===== src/rtl/nibble_diff_scanner.sv =====
// nibble_diff_scanner: sequences word pairs onto an external per-nibble
// equality comparator, waits for it to settle, samples its flags and
// accumulates burst statistics reported with a one-cycle done pulse.
module nibble_diff_scanner #(
  parameter int SETTLE_CYC = 10,
  parameter int CNT_W      = 8
) (
  input  logic             clk,
  input  logic             rst,
  input  logic             start,
  input  logic [3:0]       len,
  input  logic             in_valid,
  output logic             in_ready,
  input  logic [15:0]      word_a,
  input  logic [15:0]      word_b,
  output logic [15:0]      cmp_a,
  output logic [15:0]      cmp_b,
  input  logic [3:0]       d_in,
  output logic             busy,
  output logic             done,
  output logic [CNT_W-1:0] diff_total,
  output logic [3:0]       eq_words,
  output logic [3:0]       first_idx,
  output logic             any_mismatch
);

  // Counter must hold SETTLE_CYC-1; keep at least one bit when SETTLE_CYC=1.
  localparam int CW = (SETTLE_CYC > 1) ? $clog2(SETTLE_CYC) : 1;

  typedef enum logic [2:0] {IDLE, WAIT_IN, SETTLE, SAMPLE, DONE} state_t;

  state_t           state_q, state_d;
  logic [3:0]       word_idx_q, word_idx_d;
  logic [3:0]       len_q, len_d;
  logic [CW-1:0]    cnt_q, cnt_d;
  logic [15:0]      cmp_a_q, cmp_a_d, cmp_b_q, cmp_b_d;
  logic [CNT_W-1:0] diff_total_q, diff_total_d;
  logic [3:0]       eq_words_q, eq_words_d;
  logic [3:0]       first_idx_q, first_idx_d;
  logic             any_mismatch_q, any_mismatch_d;
  logic [2:0]       nmis;

  // Mismatch count of the sampled word: one per cleared equality flag.
  always_comb begin
    nmis = 3'(!d_in[0]) + 3'(!d_in[1]) + 3'(!d_in[2]) + 3'(!d_in[3]);
  end

  // Next-state and datapath updates; everything holds unless a state acts.
  always_comb begin
    state_d        = state_q;
    word_idx_d     = word_idx_q;
    len_d          = len_q;
    cnt_d          = cnt_q;
    cmp_a_d        = cmp_a_q;
    cmp_b_d        = cmp_b_q;
    diff_total_d   = diff_total_q;
    eq_words_d     = eq_words_q;
    first_idx_d    = first_idx_q;
    any_mismatch_d = any_mismatch_q;
    case (state_q)
      IDLE: begin
        if (start) begin
          diff_total_d   = '0;
          eq_words_d     = '0;
          any_mismatch_d = 1'b0;
          first_idx_d    = 4'hF;
          if (len != 4'd0) begin
            len_d      = len;
            word_idx_d = '0;
            state_d    = WAIT_IN;
          end else begin
            state_d = DONE;
          end
        end
      end
      WAIT_IN: begin
        if (in_valid) begin
          cmp_a_d = word_a;
          cmp_b_d = word_b;
          cnt_d   = CW'(SETTLE_CYC - 1);
          state_d = SETTLE;
        end
      end
      SETTLE: begin
        if (cnt_q == '0) state_d = SAMPLE;
        else             cnt_d   = cnt_q - 1'b1;
      end
      SAMPLE: begin
        diff_total_d = diff_total_q + CNT_W'(nmis);
        if (d_in == 4'hF) eq_words_d = eq_words_q + 4'd1;
        if (nmis != 3'd0 && !any_mismatch_q) begin
          first_idx_d    = word_idx_q;
          any_mismatch_d = 1'b1;
        end
        if (word_idx_q == 4'(len_q - 4'd1)) begin
          state_d = DONE;
        end else begin
          word_idx_d = word_idx_q + 4'd1;
          state_d    = WAIT_IN;
        end
      end
      DONE:    state_d = IDLE;
      default: state_d = IDLE;
    endcase
  end

  // State and datapath registers; reset aborts any burst immediately.
  always_ff @(posedge clk or posedge rst) begin
    if (rst) begin
      state_q        <= IDLE;
      word_idx_q     <= '0;
      len_q          <= '0;
      cnt_q          <= '0;
      cmp_a_q        <= '0;
      cmp_b_q        <= '0;
      diff_total_q   <= '0;
      eq_words_q     <= '0;
      first_idx_q    <= 4'hF;
      any_mismatch_q <= 1'b0;
    end else begin
      state_q        <= state_d;
      word_idx_q     <= word_idx_d;
      len_q          <= len_d;
      cnt_q          <= cnt_d;
      cmp_a_q        <= cmp_a_d;
      cmp_b_q        <= cmp_b_d;
      diff_total_q   <= diff_total_d;
      eq_words_q     <= eq_words_d;
      first_idx_q    <= first_idx_d;
      any_mismatch_q <= any_mismatch_d;
    end
  end

  assign in_ready     = (state_q == WAIT_IN);
  assign busy         = (state_q != IDLE);
  assign done         = (state_q == DONE);
  assign cmp_a        = cmp_a_q;
  assign cmp_b        = cmp_b_q;
  assign diff_total   = diff_total_q;
  assign eq_words     = eq_words_q;
  assign first_idx    = first_idx_q;
  assign any_mismatch = any_mismatch_q;

endmodule


===== config.mk =====
export PLATFORM = sky130hd
export DESIGN_NAME = nibble_diff_scanner
export DESIGN_NICKNAME = d
export VERILOG_FILES = /design/src/rtl/nibble_diff_scanner.sv
export SDC_FILE = /design/constraint.sdc
export NUM_CORES = 1
export LEC_CHECK = 0
export BUFFER_PORTS_ARGS = -buffer_cell sky130_fd_sc_hd__buf_4
export CAP_MARGIN = 20
export CORE_ASPECT_RATIO = 1.25
export CORE_MARGIN = 5
export CORE_UTILIZATION = 35
export DETAILED_ROUTE_END_ITERATION = 10
export PLACE_DENSITY = 0.71
export RECOVER_POWER = 25
export SYNTH_ARGS = -nofsm -noshare
export SYNTH_HDL_FRONTEND = slang
export SYNTH_SLANG_ARGS = --single-unit

===== constraint.sdc =====
create_clock -name clk -period 2.2 [get_ports clk]
set_clock_uncertainty 0.2 [all_clocks]
set_input_delay 0.33 -clock clk [delete_from_list [all_inputs] [get_ports clk]]
set_output_delay 0.33 -clock clk [all_outputs]
set_load 0.1 [all_outputs]

==> metrics.md <==
| Metric | Value |
|---|---|
| Mapped cell area | 3140 µm² |
| Setup Viol. Count Final | 6 |
| Root Buffer | clkbuf_8 |
| Avg Cell Area, Syn | 11.5 µm² |
| Starting Density | 35.9% |
| Sink Count | 64 |
| FF-to-FF path depth | 3 |
| R2r endpoint | diff_total[2]$_DFFE_PP0P_ |
| Final setup margin | -0.163 ns |
| Min-delay src | len[0] |
| Vias | 2523 |
| Crit path max-delay family | adder cells |
| Slew Limit Headroom | 51.1% |
| Wire per inst | 14.4 µm |
| Final Hold Viols | 0 |
| CP max stage delay | 0.51 ns |
| Max Cap Viol | 0 |
| Non-filler cells, final | 524 |
| Crit-path slowest cell | fa_2 |
| Later-pin clock latency in the skew report | 0.34 ns |
| Worst-margin pin slew | 0.734 ns |
| Most common cell in the netlist | dfrtp_1 |
| Die H | 116 µm |
| IO Count | 96 |
| YS warnings | 0 |
| Fraction of registers with async set or reset after synthesis | 100% |
| Die Wd | 94.7 µm |
| Grt ovf | 0 |
| Pins Over Slew Limit | 0 |
| Pre-CTS setup slack | -0.627 ns |
| Worst min path class | in2reg |
| DRT antenna net count | 0 |
| WP buf/inv | 3 |
| Placed cell count | 489 |
| Setup crit end kind | flop |
| Post-Syn Instances | 273 |
| Register area share after synthesis | 51.2% |
| Routed vias/inst | 4.81 |
| CTS buffer count | 9 |
| Outcome | finished with violations |
| Number of global-route vias before repair | 2728 |
| Worst-path cell chain | buf_8 -> inv_8 -> fa_2 -> ha_4 -> ha_4 -> inv_2 -> fa_2 -> o211ai_1 -> o2111ai_1 -> mux2i_1 |
| Worst setup path start | d_in[3] |
| RSZ-0062 raised after global routing | true |
| CP max FO | 3 |
| Worst reg2reg path startpoint | state_q[0]$_DFFE_PP0P_ |
| Commonest cells post-synth | dfrtp_1 (60), mux2_2 (32), nand2_1 (26), inv_1 (17), nor2_1 (12) |
| Post-Syn Nets | 329 |
| Nets@finish | 455 |
| Crit path kind | in2reg |
| Reg clk slew, reported paths | 0.08 ns |
| Synth cell types | 50 |
| # port buffers | 95 |
| First-pass GRT wire length | 12600 µm |
| Synth Flop Type | dfrtp_1 |
| Post-synth top area cell | dfrtp_1 |
| CP required | 2.22 ns |
| R2R Setup Slk | 0.24 ns |
| F_max | 423 MHz |
| FP Rows | 38 |
| Yosys top cell area share | 47.8% |
| Post-route DRC | 0 |
| Crit path launch type | input port |
| H-tree lvl count | 3 |
| Pin count of the biggest net entering global routing | 54 |
| Critical Path Stages | 10 |
| DRT Pass-1 Iters | 4 |
| Gr usage total | 14.5% |
| Antenna violations before repair | 0 |
| Placer Congestion | 0.748 |
| DPL Wire Length | 5500 µm |
| Final min period | 2.36 ns |
| Diodes inserted | 0 |
| Fraction of layout cells with a size suffix above 1 | 46.0% |
| Area after DPL | 4110 µm² |
| Detailed-route wire length | 7530 µm |
| Number of synthesized flops with an enable pin | 0 |
| Layout Area Growth over Synthesis | 46.2% |
| Drt initial violations | 66 |
| Failing checks | setup timing |
| Clock buffer depth | 2 |
| Seq cells post-synth | 64 |
| Synth top area cells | dfrtp_1 (48%), mux2_2 (11%), ha_1 (4.0%) |
| Setup crit end | diff_total[6]$_DFFE_PP0P_ |
| CORE AREA | 8750 µm² |
| Final non-filler cell area | 4590 µm² |
| CTS tree | done |
| Die area | 11000 µm² |
| Final worst path period share | 107% |
| Worst EP arrival | 2.38 ns |
-- area by class of cell --
type                            instances  area [µm²]
Inverter                               17        73.8
Fill cell                             811        4160
Tap cell                              120         150
Multi-Input combinational cell        182        1530
Timing Repair Buffer                  125        1010
Clock buffer                            9         124
Sequential cell                        64        1610
Clock inverter                          7         101
-- repair_timing --
item                                    CTS  global route
gates resized for setup                   6             9
endpoints found under the setup margin    6             6
pin swaps                                10             9
buffers inserted                          1             1
endpoints found under the hold margin    27             0
hold buffers                             17             0
-- cells by family (layout without fill, tap and decap cells) --
family	count (synthesis)	in the layout	synth area share, %
adders and majority gates	12	12	5.26
muxes	41	41	14.4
xor gates and xnor gates	10	10	3.23
and+or+nand+nor	81	81	13.9
buffers and inverters	27	158	3.71
DFF	64	64	51.2
AOI/OAI and AO/OA	38	38	8.33
-- metal layers --
layer	GRT usage, %	routed length [µm]	part of all wire, %
met1	16.7	3030	40
met2	24.3	3750	50
met3	4.61	629	8.4
met4	6.54	116	1.5
met5	0	0	0
-- worst min-delay path by stage --
stage / end / slack [ns] / cells after the start
final: len_q[0]$_DFFE_PP0P_ / 0.02 / 3
after global routing: cmp_b[1]$_DFFE_PP0P_ / 0.0005 / 2
after CTS: cmp_a[2]$_DFFE_PP0P_ / 0.0003 / 2
after detailed placement: cmp_b[11]$_DFFE_PP0P_ / 0.09 / 2
after global placement: cmp_a[13]$_DFFE_PP0P_ / 0.09 / 2
after floorplan: len_q[2]$_DFFE_PP0P_ / 0.24 / 2
-- flip-flops by register name (all words and copies together) (netlist names) --
signal        flops
first_idx         4
word_idx_q        4
cnt_q             4
diff_total        8
len_q             4
cmp_b            16
eq_words          4
state_q           3
any_mismatch      1
cmp_a            16
-- worst register-to-register path: stages, from the launching register on --
cell      delay [ns]
dfrtp_1         0.54
or4b_1          0.80
o211ai_1        0.21
o31ai_1         0.10
-- stage by stage --
stage	hold WS, ns	TNS [ns]	utilization (%)
2_1_floorplan	0.235	-2.49	-
3_3_place_gp	0.0907	-4.68	46.9
3_5_place_dp	0.0916	-5.08	46.9
4_1_cts	0.000294	-0.659	51.8
5_1_grt	0.000513	-1.08	52.5
6_report	0.0199	-0.766	52.5
-- cells in the final DEF (no fill, tap or decap), drive strengths merged, types with 2 or more instances in the layout --
master	n
clkbuf	11
bufinv	2
ha	10
a31oi	3
buf	106
nor3b	3
a21o	2
dfstp	4
fa	2
nand4	2
clkinvlp	2
nand2b	3
dfrtp	60
dlygate4sd3	17
nor3	10
o2111ai	2
xor2	5
o21ai	10
nand3	10
a21oi	6
xnor2	4
mux2	33
nand2	26
or4b	2
nor2	12
mux2i	8
o31ai	2
and3	2
nand3b	4
o211ai	4
inv	19
Power is left out: the tool's default activity adds up to more than one toggle a clock period on the data nets, which glitch-free logic cannot reach.
